## src/rtl/uart_pkg.sv

```systemverilog
// Types shared by the UART receiver, transmitter and receive FIFO.
package uart_pkg;

    localparam int UART_DATA_WIDTH = 8;

    typedef struct packed {
        logic                       error;
        logic [UART_DATA_WIDTH-1:0] data;
    } uart_rx_entry_t;

    typedef enum logic [1:0] {
        PARITY_NONE = 2'd0,
        PARITY_EVEN = 2'd1,
        PARITY_ODD  = 2'd2
    } uart_parity_e;

endpackage

```

## src/rtl/uart_fifo_mem.sv

```systemverilog
// Storage array for the receive FIFO: synchronous write, asynchronous read, no reset.
module uart_fifo_mem
    import uart_pkg::*;
#(
    parameter int WIDTH = UART_DATA_WIDTH + 1,
    parameter int DEPTH = 16
) (
    input  logic                     clk,
    input  logic                     we,
    input  logic [$clog2(DEPTH)-1:0] waddr,
    input  logic [WIDTH-1:0]         wdata,
    input  logic [$clog2(DEPTH)-1:0] raddr,
    output logic [WIDTH-1:0]         rdata
);

    logic [WIDTH-1:0] mem [DEPTH];

    always_ff @(posedge clk) begin
        if (we) begin
            mem[waddr] <= wdata;
        end
    end

    assign rdata = mem[raddr];

endmodule

```

## src/rtl/uart_rx_fifo.sv

```systemverilog
// Receive-side FWFT FIFO with sticky overrun, saturating drop counter and character timeout.
module uart_rx_fifo
    import uart_pkg::*;
#(
    parameter int DATA_WIDTH     = UART_DATA_WIDTH,
    parameter int DEPTH          = 16,
    parameter int TIMEOUT_CYCLES = 4096
) (
    input  logic                       clk,
    input  logic                       rst,
    input  logic [DATA_WIDTH-1:0]      in_data,
    input  logic                       in_valid,
    input  logic                       in_error,
    output logic [DATA_WIDTH-1:0]      out_data,
    output logic                       out_error,
    output logic                       out_valid,
    input  logic                       out_ready,
    output logic [$clog2(DEPTH):0]     count,
    output logic                       full,
    output logic                       overrun,
    output logic [7:0]                 drop_cnt,
    input  logic                       overrun_clr,
    output logic                       rx_timeout
);

    localparam int AW = $clog2(DEPTH);
    localparam int PW = AW + 1;
    localparam int TW = $clog2(TIMEOUT_CYCLES + 1);
    localparam logic [TW-1:0] IDLE_MAX = TW'(TIMEOUT_CYCLES);

    logic [PW-1:0]         wr_ptr_q, wr_ptr_d;
    logic [PW-1:0]         rd_ptr_q, rd_ptr_d;
    logic                  overrun_q, overrun_d;
    logic [7:0]            drop_cnt_q, drop_cnt_d;
    logic [TW-1:0]         idle_q, idle_d;
    logic                  empty, full_w, pop, wr_en, drop;
    logic [DATA_WIDTH:0]   head;

    assign empty  = (wr_ptr_q == rd_ptr_q);
    assign full_w = (wr_ptr_q[AW-1:0] == rd_ptr_q[AW-1:0]) && (wr_ptr_q[AW] != rd_ptr_q[AW]);
    assign pop    = !empty && out_ready;
    // A same-cycle pop frees a slot, so a full FIFO can still accept the write.
    assign wr_en  = in_valid && (!full_w || pop);
    assign drop   = in_valid && full_w && !pop;

    uart_fifo_mem #(
        .WIDTH (DATA_WIDTH + 1),
        .DEPTH (DEPTH)
    ) u_mem (
        .clk   (clk),
        .we    (wr_en),
        .waddr (wr_ptr_q[AW-1:0]),
        .wdata ({in_error, in_data}),
        .raddr (rd_ptr_q[AW-1:0]),
        .rdata (head)
    );

    // Gate the unreset array so the outputs read zero while empty.
    assign out_data   = empty ? '0 : head[DATA_WIDTH-1:0];
    assign out_error  = !empty && head[DATA_WIDTH];
    assign out_valid  = !empty;
    assign count      = wr_ptr_q - rd_ptr_q;
    assign full       = full_w;
    assign overrun    = overrun_q;
    assign drop_cnt   = drop_cnt_q;
    assign rx_timeout = (idle_q == IDLE_MAX) && !empty;

    always_comb begin
        wr_ptr_d   = wr_ptr_q;
        rd_ptr_d   = rd_ptr_q;
        overrun_d  = overrun_q;
        drop_cnt_d = drop_cnt_q;
        idle_d     = idle_q;

        if (wr_en) begin
            wr_ptr_d = wr_ptr_q + 1'b1;
        end
        if (pop) begin
            rd_ptr_d = rd_ptr_q + 1'b1;
        end

        // A drop coinciding with a clear restarts the count at one.
        if (drop) begin
            overrun_d  = 1'b1;
            drop_cnt_d = overrun_clr ? 8'd1 : ((drop_cnt_q == 8'hFF) ? drop_cnt_q : drop_cnt_q + 8'd1);
        end else if (overrun_clr) begin
            overrun_d  = 1'b0;
            drop_cnt_d = 8'd0;
        end

        if (wr_en || pop || empty) begin
            idle_d = '0;
        end else if (idle_q != IDLE_MAX) begin
            idle_d = idle_q + 1'b1;
        end
    end

    always_ff @(posedge clk) begin
        if (rst) begin
            wr_ptr_q   <= '0;
            rd_ptr_q   <= '0;
            overrun_q  <= 1'b0;
            drop_cnt_q <= 8'd0;
            idle_q     <= '0;
        end else begin
            wr_ptr_q   <= wr_ptr_d;
            rd_ptr_q   <= rd_ptr_d;
            overrun_q  <= overrun_d;
            drop_cnt_q <= drop_cnt_d;
            idle_q     <= idle_d;
        end
    end

endmodule

```

## config.mk

```make
export PLATFORM = sky130hd
export DESIGN_NAME = uart_rx_fifo
export DESIGN_NICKNAME = d
export VERILOG_FILES = /design/src/rtl/uart_pkg.sv /design/src/rtl/uart_fifo_mem.sv /design/src/rtl/uart_rx_fifo.sv
export SDC_FILE = /design/constraint.sdc
export NUM_CORES = 1
export LEC_CHECK = 0
export ABC_AREA = 1
export CORE_MARGIN = 4
export CORE_UTILIZATION = 54
export DETAILED_ROUTE_END_ITERATION = 8
export PLACE_DENSITY_LB_ADDON = 0.3
export SLEW_MARGIN = 40
export SYNTH_ARGS = -nofsm -noshare
export SYNTH_HDL_FRONTEND = slang
export SYNTH_SLANG_ARGS = --single-unit
export TNS_END_PERCENT = 10
```

## constraint.sdc

```tcl
create_clock -name clk -period 2.2 [get_ports clk]
set_clock_uncertainty 0.15 [all_clocks]
set_input_delay 0.22 -clock clk [delete_from_list [all_inputs] [get_ports clk]]
set_output_delay 0.22 -clock clk [all_outputs]
set_load 0.1 [all_outputs]
```

Yosys cells after proc, flatten, opt, wreduce, memory -nomap -nowiden
Memories as Yosys holds them, arrays and structs flattened. A register that Yosys moved wholly into a read port is not among the register bits.
Cells that the tools add are included.
- register bits after elaboration: 32
- bits in writable memories: 144
- input port bits: 14
- output and inout port bits: 26
- logic and storage cells: 45
- memories: 1
- add/sub/neg operators: 5
- eq/ne operators: 7
- mux-type cells: 11
- reductions and logical operators: 16
- memory list (memory ; depth ; width ; read ports ; clocked after Yosys merged registers in ; write ports ; RTL line ; RTL):
    u_mem.mem ; 16 ; 9 ; 1 ; 1 ; 1 ; uart_fifo_mem.sv:16 ; logic [WIDTH-1:0] mem [DEPTH];
- operator list (cell ; count):
    8-bit two-way mux ; 5
    13-bit by 1-bit adder with 13-bit output, second input constant ; 1
    13-bit equality test, second input constant ; 1
    13-bit inequality test, second input constant ; 1
    5-bit by 1-bit adder with 5-bit output, second input constant ; 2
    8-bit by 1-bit adder with 8-bit output, second input constant ; 1
    8-bit equality test, second input constant ; 1
    4-bit two-way mux ; 2
    1-bit logical AND ; 7
    5-bit equality test ; 1
    5-bit subtractor ; 1
    4-bit equality test ; 1
    1-bit two-way mux ; 4
    1-bit zero test ; 3
    1-bit logical OR ; 3
    2-bit inequality test, second input constant ; 1
    2-bit AND reduction ; 1
    2-bit nonzero test ; 1
    2-bit OR reduction ; 1
    1-bit inequality test ; 1

Depth between registers and ports, before layout
- depth after elaboration: 8
- depth in mapped cells: 11
- depth with buffers taken out: 11

Modules after synthesis
Synthesis repeated with hierarchy kept, for this count alone.
- cells, all modules: 893
- area total of the unflattened synthesis: 8255.4 um2
- by module, submodules not included (module ; instances ; cells an instance ; area an instance (um2)):
    uart_fifo_mem ; 1 ; 606 ; 6322.3
    uart_rx_fifo ; 1 ; 287 ; 1933.1

Worst setup path before layout
No wires, ideal clock.
- path type: register -> output
- start point: reg rd_ptr_q[2]
- end point: out out_data[0]
- arrival time: 3.243 ns
- data required time: 1.830 ns
- setup slack: -1.413 ns
- cell stages (with the launch flop): 8
- cell sequence: dfxtp_1 -> inv_1 -> ha_1 -> nand2_2 -> nor2_4 -> nand2_2 -> clkinv_1 -> a21oi_1
- longest elaborated chain between the ends: 2
- ends and longest elaborated chain (element ; RTL line ; RTL):
    start: declaration ; uart_rx_fifo.sv:32 ; logic [PW-1:0] rd_ptr_q, rd_ptr_d;
    start signal: assignment ; uart_rx_fifo.sv:107 ; rd_ptr_q <= rd_ptr_d;
    5-bit equality test ; uart_rx_fifo.sv:39 ; assign empty = (wr_ptr_q == rd_ptr_q);
    8-bit two-way mux ; uart_rx_fifo.sv:59 ; assign out_data = empty ? '0 : head[DATA_WIDTH-1:0];
    end: declaration ; uart_rx_fifo.sv:14 ; output logic [DATA_WIDTH-1:0] out_data,
Every way passes these cells.

==> results_dict.tcl <==
set metrics [dict create \
    status "complete, but fails checks" \
    violations "setup timing" \
    clock_sinks 180 \
    numCtsBuffers 17 \
    yosysTopAreaCellShare 0.554 \
    synth_top_area_cell "edfxtp_1" \
    max_slew_margin 0.744 \
    leakage_nw 3.85 \
    layout_setup_ws_ns -0.207 \
    final_util 0.739 \
    ir_worst_vdd_mv 0.929 \
    vias 6182 \
    routed_wl_um 21700 \
    slew_violations 0 \
    syn2layout_area_growth_pct 33.0 \
    cp_cell_sequence "inv_8 > buf_12 > clkbuf_16 > nand2_1 > nand3_2 > nand3_2 > nand2_2 > nand2_2 > a21oi_4 > buf_12" \
    period_minus_slack_ns 2.41 \
    hold_class "flop to flop" \
    grt_first_pass_wirelength_um 33200 \
    layout.nets 886 \
    slowest_stage "dfxtp_4" \
    num_antenna_cells 0 \
    worstPathRequired_ns 1.83 \
    critPathBufInv 4 \
    final_cell_area_sq_um 10400 \
    setup.worst_path.end_class "output port" \
    drt-initial-drc-count 849 \
    clock_tree.root_cell "clkbuf_16" \
    vias_per_cell 5.88 \
    htree_levels 4 \
    cts_tree "yes" \
    hold_viol_final 0 \
    powerDensity_nw_per_um2 983 \
    synthTopCellsByArea "edfxtp_1 (55%), nand2_1 (11%), dfxtp_1 (9.2%)" \
    layout-drive-gt1-share 0.303 \
    ys_seq_area_frac 0.647 \
    die-width_um 128 \
    synth_seq_cells 180 \
    placed_cell_area_sq_um 9040 \
    grt_overflow 0 \
    postRouteAntennaNets 0 \
    avgRoutedWirePerCell_um 20.6 \
    die_y_um 128 \
    cp_data_arrival_time_ns 2.04 \
    power_mw 10.2 \
    crit_family "buffers and inverters" \
    start_util 0.556 \
    core_area_sq_um 14000 \
    cts_buffer_depth 2 \
    io_pins 40 \
    row_count 43 \
    period_share 1.09 \
    yosysUniqueCellTypes 35 \
    dp_hpwl_um 12400 \
    dr.pass1.iters 5 \
    cp_max_fo 7 \
    drc_errors 0 \
    dieArea_sq_um 16400 \
    syn-cell-area_sq_um 7800 \
    startpoint_type "flop" \
    maxCapViolCount 0 \
    routabilityCongestion 0.897 \
    antenna_found_initial 0 \
    clkLatencyLatePin_ns 0.42 \
    cpPeakStageDelay_ns 0.40 \
    path_class "flop to output port" \
    synthCells 766 \
    grt_max_degree 37 \
    grt_pass1_vias 6197 \
    synth.avg_cell_area_sq_um 10.2 \
    synth.yosys.warnings 0 \
    io_buffers 39 \
    clk_pin_slew_ns 0.07 \
    tns_ns -1.60 \
    tightest_slew_ns 0.384 \
    ctsHoldBuffers 0 \
    fmax_mhz 416 \
    synthesis.nets 793 \
    n_fill_cell 870 \
    rsz0062_at_grt "true" \
    grt.total_usage 0.268 \
    setup_viol_count_final 14 \
]
-- layer usage --
| layer | vias to the layer above | track usage | share of wire |
|---|---|---|---|
| met5 | - | 0 | 0 |
| met4 | 0 | 0.109 | 0.035 |
| met3 | 69 | 0.0633 | 0.10 |
| met2 | 410 | 0.446 | 0.50 |
| met1 | 2894 | 0.338 | 0.37 |
| li1 | 2809 | - | - |
-- worst paths after layout --
| path | start | end | slack [ns] | depth (start not counted) |
|---|---|---|---|---|
| max | flop | out_data[2] | -0.21 | 10 |
| min | overrun$_SDFFE_PP0P_ | overrun$_SDFFE_PP0P_ | 0.32 | 2 |
| max reg2reg | rd_ptr_q[3]$_SDFFE_PP0P_ | u_mem.mem[14][3]$_DFFE_PP_ | 0.10 | 10 |
| min reg2reg | overrun$_SDFFE_PP0P_ | overrun$_SDFFE_PP0P_ | 0.32 | 2 |
-- cells in the mapped netlist (all sizes together) --
cell and count:
buf 16, nand2 241, xor2 6, and3 2, nor2 46, or2 1, nand4 8, nor3b 1
dfxtp 36, ha 12, fa 1, nand3b 1, clkbuf 13, clkinv 3, a21oi 32, nand3 133
xnor2 1, o21ai 13, edfxtp 144, nor3 9, inv 47
-- power by group --
part	switching (mW)	internal (mW)
sequential	0.0449	3.73
clock	1.30	2.03
combinational	1.99	1.11
-- timing repair --
item,4_1_cts,5_1_grt
pin swaps,30,27
hold endpoints to repair,0,0
resized for setup,74,47
setup buffers,8,1
setup endpoints to repair,16,15
cloned,6,3
-- area by class of cell --
| type | count | area (sq um) | area share |
|---|---|---|---|
| inverters | 50 | 231 | 0.0223 |
| multi-input cells | 507 | 2980 | 0.287 |
| repair buffers | 102 | 1210 | 0.117 |
| flip-flops and latches | 180 | 5060 | 0.488 |
| clock buffers | 17 | 425 | 0.0410 |
| well taps | 180 | 225 | 0.0217 |
| repair inverters | 1 | 16.3 | 0.00157 |
| clock inverters | 15 | 228 | 0.0219 |
-- worst register-to-register path: stages (launching register included) --
cell and delay (ns):
dfxtp_2 0.34, inv_2 0.06, ha_4 0.25, nand2_4 0.08, nor2_4 0.04, nand3_4 0.08, nand2_4 0.05, inv_1 0.12
nand2_1 0.19, nor2_1 0.23, buf_4 0.23
-- cell families (layout without fill, tap and decap cells) --
kind of cell | Yosys count | after routing | synth area share
compound gates | 45 | 45 | 0.0327
xor+xnor | 7 | 7 | 0.00786
fa+ha+maj | 13 | 13 | 0.0218
buf+inv | 79 | 185 | 0.0415
flops | 180 | 180 | 0.647
simple gates | 442 | 442 | 0.250
-- registers in the layout, indices dropped and copies added (netlist names), named ones only --
name       flops
u_mem.mem    144
overrun        1
idle_q        13
rd_ptr_q       5
drop_cnt       8
wr_ptr_q       5
-- cells in the final DEF, fill, tap and decap left out, types with 11 or more instances in the layout --
cell,count
nand2_2,40
nand3_2,36
nand3_1,95
buf_4,54
dfxtp_1,23
clkdlybuf4s50_1,13
dfxtp_2,12
inv_1,37
o21ai_0,11
edfxtp_1,144
buf_12,20
nand2_1,197
nor2_1,41
a21oi_1,14
clkbuf_16,20
-- per-stage QoR --
stage / hold slack, ns / worst slack [ns] / std cells
after floorplan: 0.169 / -0.0857 / 766
after global placement: 0.303 / 0.0887 / 1004
after detailed placement: 0.313 / 0.0373 / 1004
after CTS: 0.324 / -0.146 / 1050
after global routing: 0.342 / -0.276 / 1052
final: 0.317 / -0.207 / 1052
(Power assumes the default switching activity.)
